--- src/rtl/usb_packet_writer.sv ---
// usb_packet_writer: packs the SIE receive byte stream little-endian into
// 32-bit words for the USB-side write port of the shared packet buffer and
// holds a completed packet (packet_ready/packet_length) until software
// releases it with packet_consumed.
// Optional feature macro: USB_CRC16_CHECK_EN (CRC16 check of DATA packets).
module usb_packet_writer #(
  parameter int BUFFER_SIZE   = 1024,
  parameter int ADDRESS_WIDTH = $clog2(BUFFER_SIZE / 4),
  parameter int LENGTH_WIDTH  = $clog2(BUFFER_SIZE) + 1
) (
  input  logic                     clk48,
  input  logic                     reset,
  input  logic                     byte_valid,
  input  logic [7:0]               byte_data,
  input  logic                     packet_end,
  input  logic                     packet_abort,
  input  logic                     packet_consumed,
  output logic [ADDRESS_WIDTH-1:0] buffer_address,
  output logic [31:0]              buffer_write_value,
  output logic                     buffer_write,
  output logic                     packet_ready,
  output logic [LENGTH_WIDTH-1:0]  packet_length,
  output logic                     packet_overflow,
  output logic                     crc_error
);

  localparam logic [LENGTH_WIDTH-1:0] MAX_COUNT = LENGTH_WIDTH'(BUFFER_SIZE);

  typedef enum logic [2:0] {IDLE, RECEIVING, FLUSH, READY, DISCARD} state_t;

  state_t                   state, state_next;
  logic [LENGTH_WIDTH-1:0]  count;
  logic [31:0]              lanes;
  logic                     full_write;
  logic [ADDRESS_WIDTH-1:0] full_address;
  logic [31:0]              full_value;
  logic                     overflow;
  logic                     flush_to_idle;

  logic                     byte_accept;
  logic                     overflow_byte;
  logic                     end_event;
  logic [LENGTH_WIDTH-1:0]  count_after;
  logic                     partial_after;
  logic [1:0]               lane;
  logic                     end_fail;

  // Per-cycle decode of the RECEIVING events; a byte arriving with
  // packet_end is folded in before the end is evaluated.
  always_comb begin
    lane          = count[1:0];
    overflow_byte = (state == RECEIVING) && byte_valid && !packet_abort &&
                    (count == MAX_COUNT);
    byte_accept   = (state == RECEIVING) && byte_valid && !packet_abort &&
                    (count != MAX_COUNT);
    end_event     = (state == RECEIVING) && packet_end && !packet_abort &&
                    !overflow_byte;
    count_after   = byte_accept ? count + LENGTH_WIDTH'(1) : count;
    partial_after = (count_after[1:0] != 2'b00);
  end

`ifdef USB_CRC16_CHECK_EN
  logic [15:0] crc;
  logic [15:0] crc_after;
  logic        is_data;
  logic        crc_error_r;

  // Reflected CRC16 (poly 0xA001), one byte LSB first.
  function automatic logic [15:0] crc_step(input logic [15:0] c_in,
                                           input logic [7:0] b);
    logic [15:0] c;
    c = c_in ^ {8'h00, b};
    for (int unsigned i = 0; i < 8; i++) begin
      c = c[0] ? ((c >> 1) ^ 16'hA001) : (c >> 1);
    end
    return c;
  endfunction

  // CRC result including a byte that arrives together with packet_end.
  always_comb begin
    crc_after = byte_accept ? crc_step(crc, byte_data) : crc;
    end_fail  = is_data && ((crc_after != 16'hB001) ||
                            (count_after < LENGTH_WIDTH'(3)));
  end

  // CRC register over the bytes following the PID, plus the error pulse.
  always_ff @(posedge clk48) begin
    if (reset) begin
      crc         <= '1;
      is_data     <= 1'b0;
      crc_error_r <= 1'b0;
    end else begin
      crc_error_r <= end_event && end_fail;
      if (state == IDLE && byte_valid) begin
        crc     <= '1;
        is_data <= (byte_data[1:0] == 2'b11);
      end else if (byte_accept) begin
        crc <= crc_after;
      end
    end
  end

  assign crc_error = crc_error_r;
`else
  assign end_fail  = 1'b0;
  assign crc_error = 1'b0;
`endif

  // State register.
  always_ff @(posedge clk48) begin
    if (reset) state <= IDLE;
    else       state <= state_next;
  end

  // Next-state logic; abort has priority over byte and end strobes.
  always_comb begin
    state_next = state;
    unique case (state)
      IDLE:      if (byte_valid) state_next = RECEIVING;
      RECEIVING: begin
        if (packet_abort)       state_next = IDLE;
        else if (overflow_byte) state_next = packet_end ? IDLE : DISCARD;
        else if (packet_end) begin
          if (partial_after)    state_next = FLUSH;
          else if (end_fail)    state_next = IDLE;
          else                  state_next = READY;
        end
      end
      FLUSH:     state_next = flush_to_idle ? IDLE : READY;
      READY:     if (packet_consumed) state_next = IDLE;
      DISCARD:   if (packet_end || packet_abort) state_next = IDLE;
      default:   state_next = IDLE;
    endcase
  end

  // Byte packing, full-word write staging, count and overflow tracking.
  always_ff @(posedge clk48) begin
    if (reset) begin
      count         <= '0;
      lanes         <= '0;
      full_write    <= 1'b0;
      full_address  <= '0;
      full_value    <= '0;
      overflow      <= 1'b0;
      flush_to_idle <= 1'b0;
    end else begin
      full_write <= 1'b0;
      unique case (state)
        IDLE: begin
          if (byte_valid) begin
            lanes    <= {24'h000000, byte_data};
            count    <= LENGTH_WIDTH'(1);
            overflow <= 1'b0;
          end
        end
        RECEIVING: begin
          if (byte_accept) begin
            count <= count + LENGTH_WIDTH'(1);
            if (lane == 2'd3) begin
              full_write   <= 1'b1;
              full_address <= count[ADDRESS_WIDTH+1:2];
              full_value   <= {byte_data, lanes[23:0]};
              lanes        <= '0;
            end else begin
              lanes[{lane, 3'b000} +: 8] <= byte_data;
            end
          end
          if (overflow_byte) overflow <= 1'b1;
          if (end_event) flush_to_idle <= end_fail;
        end
        FLUSH:   lanes <= '0;
        default: ;
      endcase
    end
  end

  // Outputs: FLUSH drives the partial word directly, otherwise the staged
  // full-word write appears one cycle after its completing byte.
  always_comb begin
    packet_ready    = (state == READY);
    packet_length   = (state == READY) ? count : '0;
    packet_overflow = overflow;
    if (state == FLUSH) begin
      buffer_write       = 1'b1;
      buffer_address     = count[ADDRESS_WIDTH+1:2];
      buffer_write_value = lanes;
    end else begin
      buffer_write       = full_write;
      buffer_address     = full_address;
      buffer_write_value = full_value;
    end
  end

endmodule
--- config.mk ---
export PLATFORM = sky130hd
export DESIGN_NAME = usb_packet_writer
export DESIGN_NICKNAME = d
export VERILOG_FILES = /design/src/rtl/usb_packet_writer.sv
export SDC_FILE = /design/constraint.sdc
export NUM_CORES = 1
export LEC_CHECK = 0
export ABC_CLOCK_PERIOD_IN_PS = 7000
export CAP_MARGIN = 10
export CORE_ASPECT_RATIO = 0.6
export CORE_MARGIN = 2
export CORE_UTILIZATION = 40
export DETAILED_ROUTE_END_ITERATION = 6
export GPL_ROUTABILITY_DRIVEN = 0
export PLACE_DENSITY = 0.74
export SLEW_MARGIN = 20
export SYNTH_ARGS = -nofsm -noshare
export SYNTH_HDL_FRONTEND = slang
export SYNTH_SLANG_ARGS = --single-unit
--- constraint.sdc ---
create_clock -name clk48 -period 7 [get_ports clk48]
set_input_delay 0.7 -clock clk48 [delete_from_list [all_inputs] [get_ports clk48]]
set_output_delay 0.7 -clock clk48 [all_outputs]
set_load 0.05 [all_outputs]
==> results.md <==
* Outcome: completed
* Initial Util at 40.7%
* Crit path arrival time at 2.73 ns
* Critical Path RT at 6.30 ns
* Tcrit/Tclk final at 49.1%
* RR Endpoint: full_value[25]$_SDFFE_PP0P_
* H-tree levels at 3
* Ant diodes at 0
* Drt initial violations at 317
* Slew @ Worst Pin at 1.06 ns
* Initial antenna violation count at 0
* Multi-input logic area at 2330 sq um
* Drt wl/cell at 16.2 microns
* F_max at 291 MHz
* Setup crit start kind: flip-flop
* Syn Inst Count at 485
* Worst r2r src: count[0]$_SDFFE_PP0P_
* Seq cells post-synth at 88
* Final setup viols at 0
* Minimum clock period at 3.43 ns
* Xor/xnor share of the synthesized area at 1.85%
* Adder-cell share of the synthesized area at 1.76%
* Worst path depth at 5
* Fin Clk Skew at 0.00710 ns
* 1st-pass router iterations at 5
* Largest net degree at the start of global routing at 52
* Highest metal layer with signal wires: met4
* Number of port buffers at 67
* Drt total wl at 11000 microns
* Leak at 1.78 nW
* DP Wirelength at 7610 microns
* Height of the die at 84.0 microns
* Root buffer selected by CTS: clkbuf_16
* Critical path fanouts, max at 22
* Compound-cell area share of the yosys netlist at 15.0%
* DIE AREA at 11500 sq um
* # IOs at 69
* DR vias/cell at 5.35
* Slew HR at 29.3%
* Max-slew violations at 0
* Syn-to-layout area delta at 23.6%
* CP top delay family: buffers and inverters
* Clock latency on the worst-skew pair at 0.35 ns
* Routed wl met2 at 4540 microns
* Share of layout cells above drive strength 1 at 17.8%
* # DRC at 0
* Critical path class: flip-flop to output port
* Simple-Gate Fraction of Synth Area at 24.6%
* Sum of routed wire segments on met1 at 5550 microns
* Synthesized area per cell at 8.80 sq um
* Total track usage at 19.8%
* TritonCTS clock tree: built
* Post-route ant nets at 0
* Die Width at 137 microns
* CP max stage delay at 0.71 ns
* # rows at 29
* Core ar. at 10500 sq um
* Most frequent cells in the layout: nand2_1 (88), dfxtp_1 (88), clkdlybuf4s50_1 (66)
* Setup Buffers After CTS at 0
* Pwr per Cell Area at 232 nW/um^2
* Post-CTS resize count at 0
* WHS at 0.450 ns
* RSZ-0062 raised after global routing: no
* Vias in the first global route at 3421
* Synthesized area at 4270 sq um
* Synth Warn # at 0
* CP bufs+invs at 3
* R2R Setup Slk at 4.01 ns
* Worst reg2reg path depth at 8
* Main synth FF type: dfxtp_1
* Worst-path cell chain: inv_1 -> nor3_2 -> buf_4 -> mux2_2 -> clkdlybuf4s50_1
* Syn nets at 505
* Reg area at 1760 sq um
* CTS Hold Bufs at 0
* Clk buf depth at 2
* Final hold vios at 0
* Seq/Total Area, Yosys at 41.3%
* Ys async rst share at 0%
* Proportion of synthesized area in mux cells at 11.0%
* First-pass GRT wire length at 17700 microns
* # clock sinks at 88
* Largest family of logic cells by synthesized area: simple AND/OR/NAND/NOR gates
* Worst setup endpoint: buffer_write_value[24]
* CTS clk-pin slew, worst paths at 0.06 ns
* Cts bufs inserted at 9
* CP Capture Type: output port
* Crit path from: state[1]$_SDFFE_PP0P_
* Detailed-route via count at 3635
* Netlist cell types at 47
* Slowest CP cell: clkdlybuf4s50_1
* Post-synth EDFFs at 0
* Setup_tns at 0 ns
* Nets@finish at 555
* # fillers at 937
* Max cap viols at 0
* VDD IR max at 0.000119 V
* WL met3 at 818 microns
* Grt total ovfl at 0
* HP Class: flip-flop to flip-flop
==> tightest hold or removal path, stage by stage, from the launching register on <==
cell     delay (ns)
dfxtp_1        0.31
nand2_1        0.05
a21oi_1        0.05
==> worst min-delay path by stage <==
stage	slack, ns	cells after the start	from	to
after floorplan	0.43	2	full_address[0]$_SDFFE_PP0P_	full_address[0]$_SDFFE_PP0P_
after global placement	0.44	2	full_address[7]$_SDFFE_PP0P_	full_address[7]$_SDFFE_PP0P_
after detailed placement	0.44	2	full_value[11]$_SDFFE_PP0P_	full_value[11]$_SDFFE_PP0P_
after CTS	0.45	2	full_value[11]$_SDFFE_PP0P_	full_value[11]$_SDFFE_PP0P_
after global routing	0.46	2	full_value[4]$_SDFFE_PP0P_	full_value[4]$_SDFFE_PP0P_
final	0.45	2	full_value[11]$_SDFFE_PP0P_	full_value[11]$_SDFFE_PP0P_
==> state kept, by name, summed over array words and instances (netlist names) <==
| name | flops |
|---|---|
| lanes | 32 |
| count | 11 |
| state | 3 |
| full_write | 1 |
| full_address | 8 |
| full_value | 32 |
| packet_overflow | 1 |
==> routing by layer <==
| layer | track usage [%] | vias up |
|---|---|---|
| li1 | - | 1768 |
| met4 | 6.00 | 0 |
| met5 | 0 | - |
| met1 | 30.0 | 1710 |
| met3 | 5.28 | 8 |
| met2 | 26.8 | 149 |
==> where the power goes <==
group / switching, W / internal, W / total, W / leakage (nW)
Combinational: 0.000124 / 0.0000676 / 0.000192 / 0.923
Clock: 0.000209 / 0.000280 / 0.000489 / 0.146
Sequential: 0.0000261 / 0.000518 / 0.000544 / 0.711
==> cell families after synthesis <==
group	Yosys count
adders and majority gates	6
xor gates and xnor gates	9
other	1
DFF	88
and+or+nand+nor	212
muxes	42
buffers and inverters	36
AOI/OAI and AO/OA	91
==> per-stage QoR <==
stage	util, %	worst slack (ns)	total power (W)	instances	instance area [sq um]
2_1_floorplan	-	4.33	0.000698	485	4270
3_3_place_gp	47.4	3.87	0.000739	663	4970
3_5_place_dp	47.4	3.74	0.000743	663	4970
4_1_cts	50.3	3.56	0.00123	679	5280
5_1_grt	50.3	3.41	0.00127	679	5280
6_report	50.3	3.57	0.00122	679	5280
==> area by class of cell <==
class / count / share of cell area (%)
sequential: 88 / 33.4
inverter: 4 / 0.285
multi-input combinational: 361 / 44.1
tap: 139 / 3.30
clock buffer: 9 / 4.27
timing repair buffer: 71 / 13.2
clock inverter: 7 / 1.47
==> cell usage after synthesis (5+ instances only) <==
library cell	n	area (sq um)
ha_1	6	75.1
and2_1	10	62.6
dfxtp_1	88	1760
clkbuf_1	11	41.3
buf_2	16	80.1
nor2_1	23	86.3
nor3_1	8	40.0
nand2b_1	26	163
mux2_2	40	450
nand3_1	31	155
xor2_1	5	43.8
nand2_1	88	330
a22o_1	8	70.1
a21oi_2	23	201
a21oi_1	46	230
No activity file was read; power rests on OpenSTA's default activity.
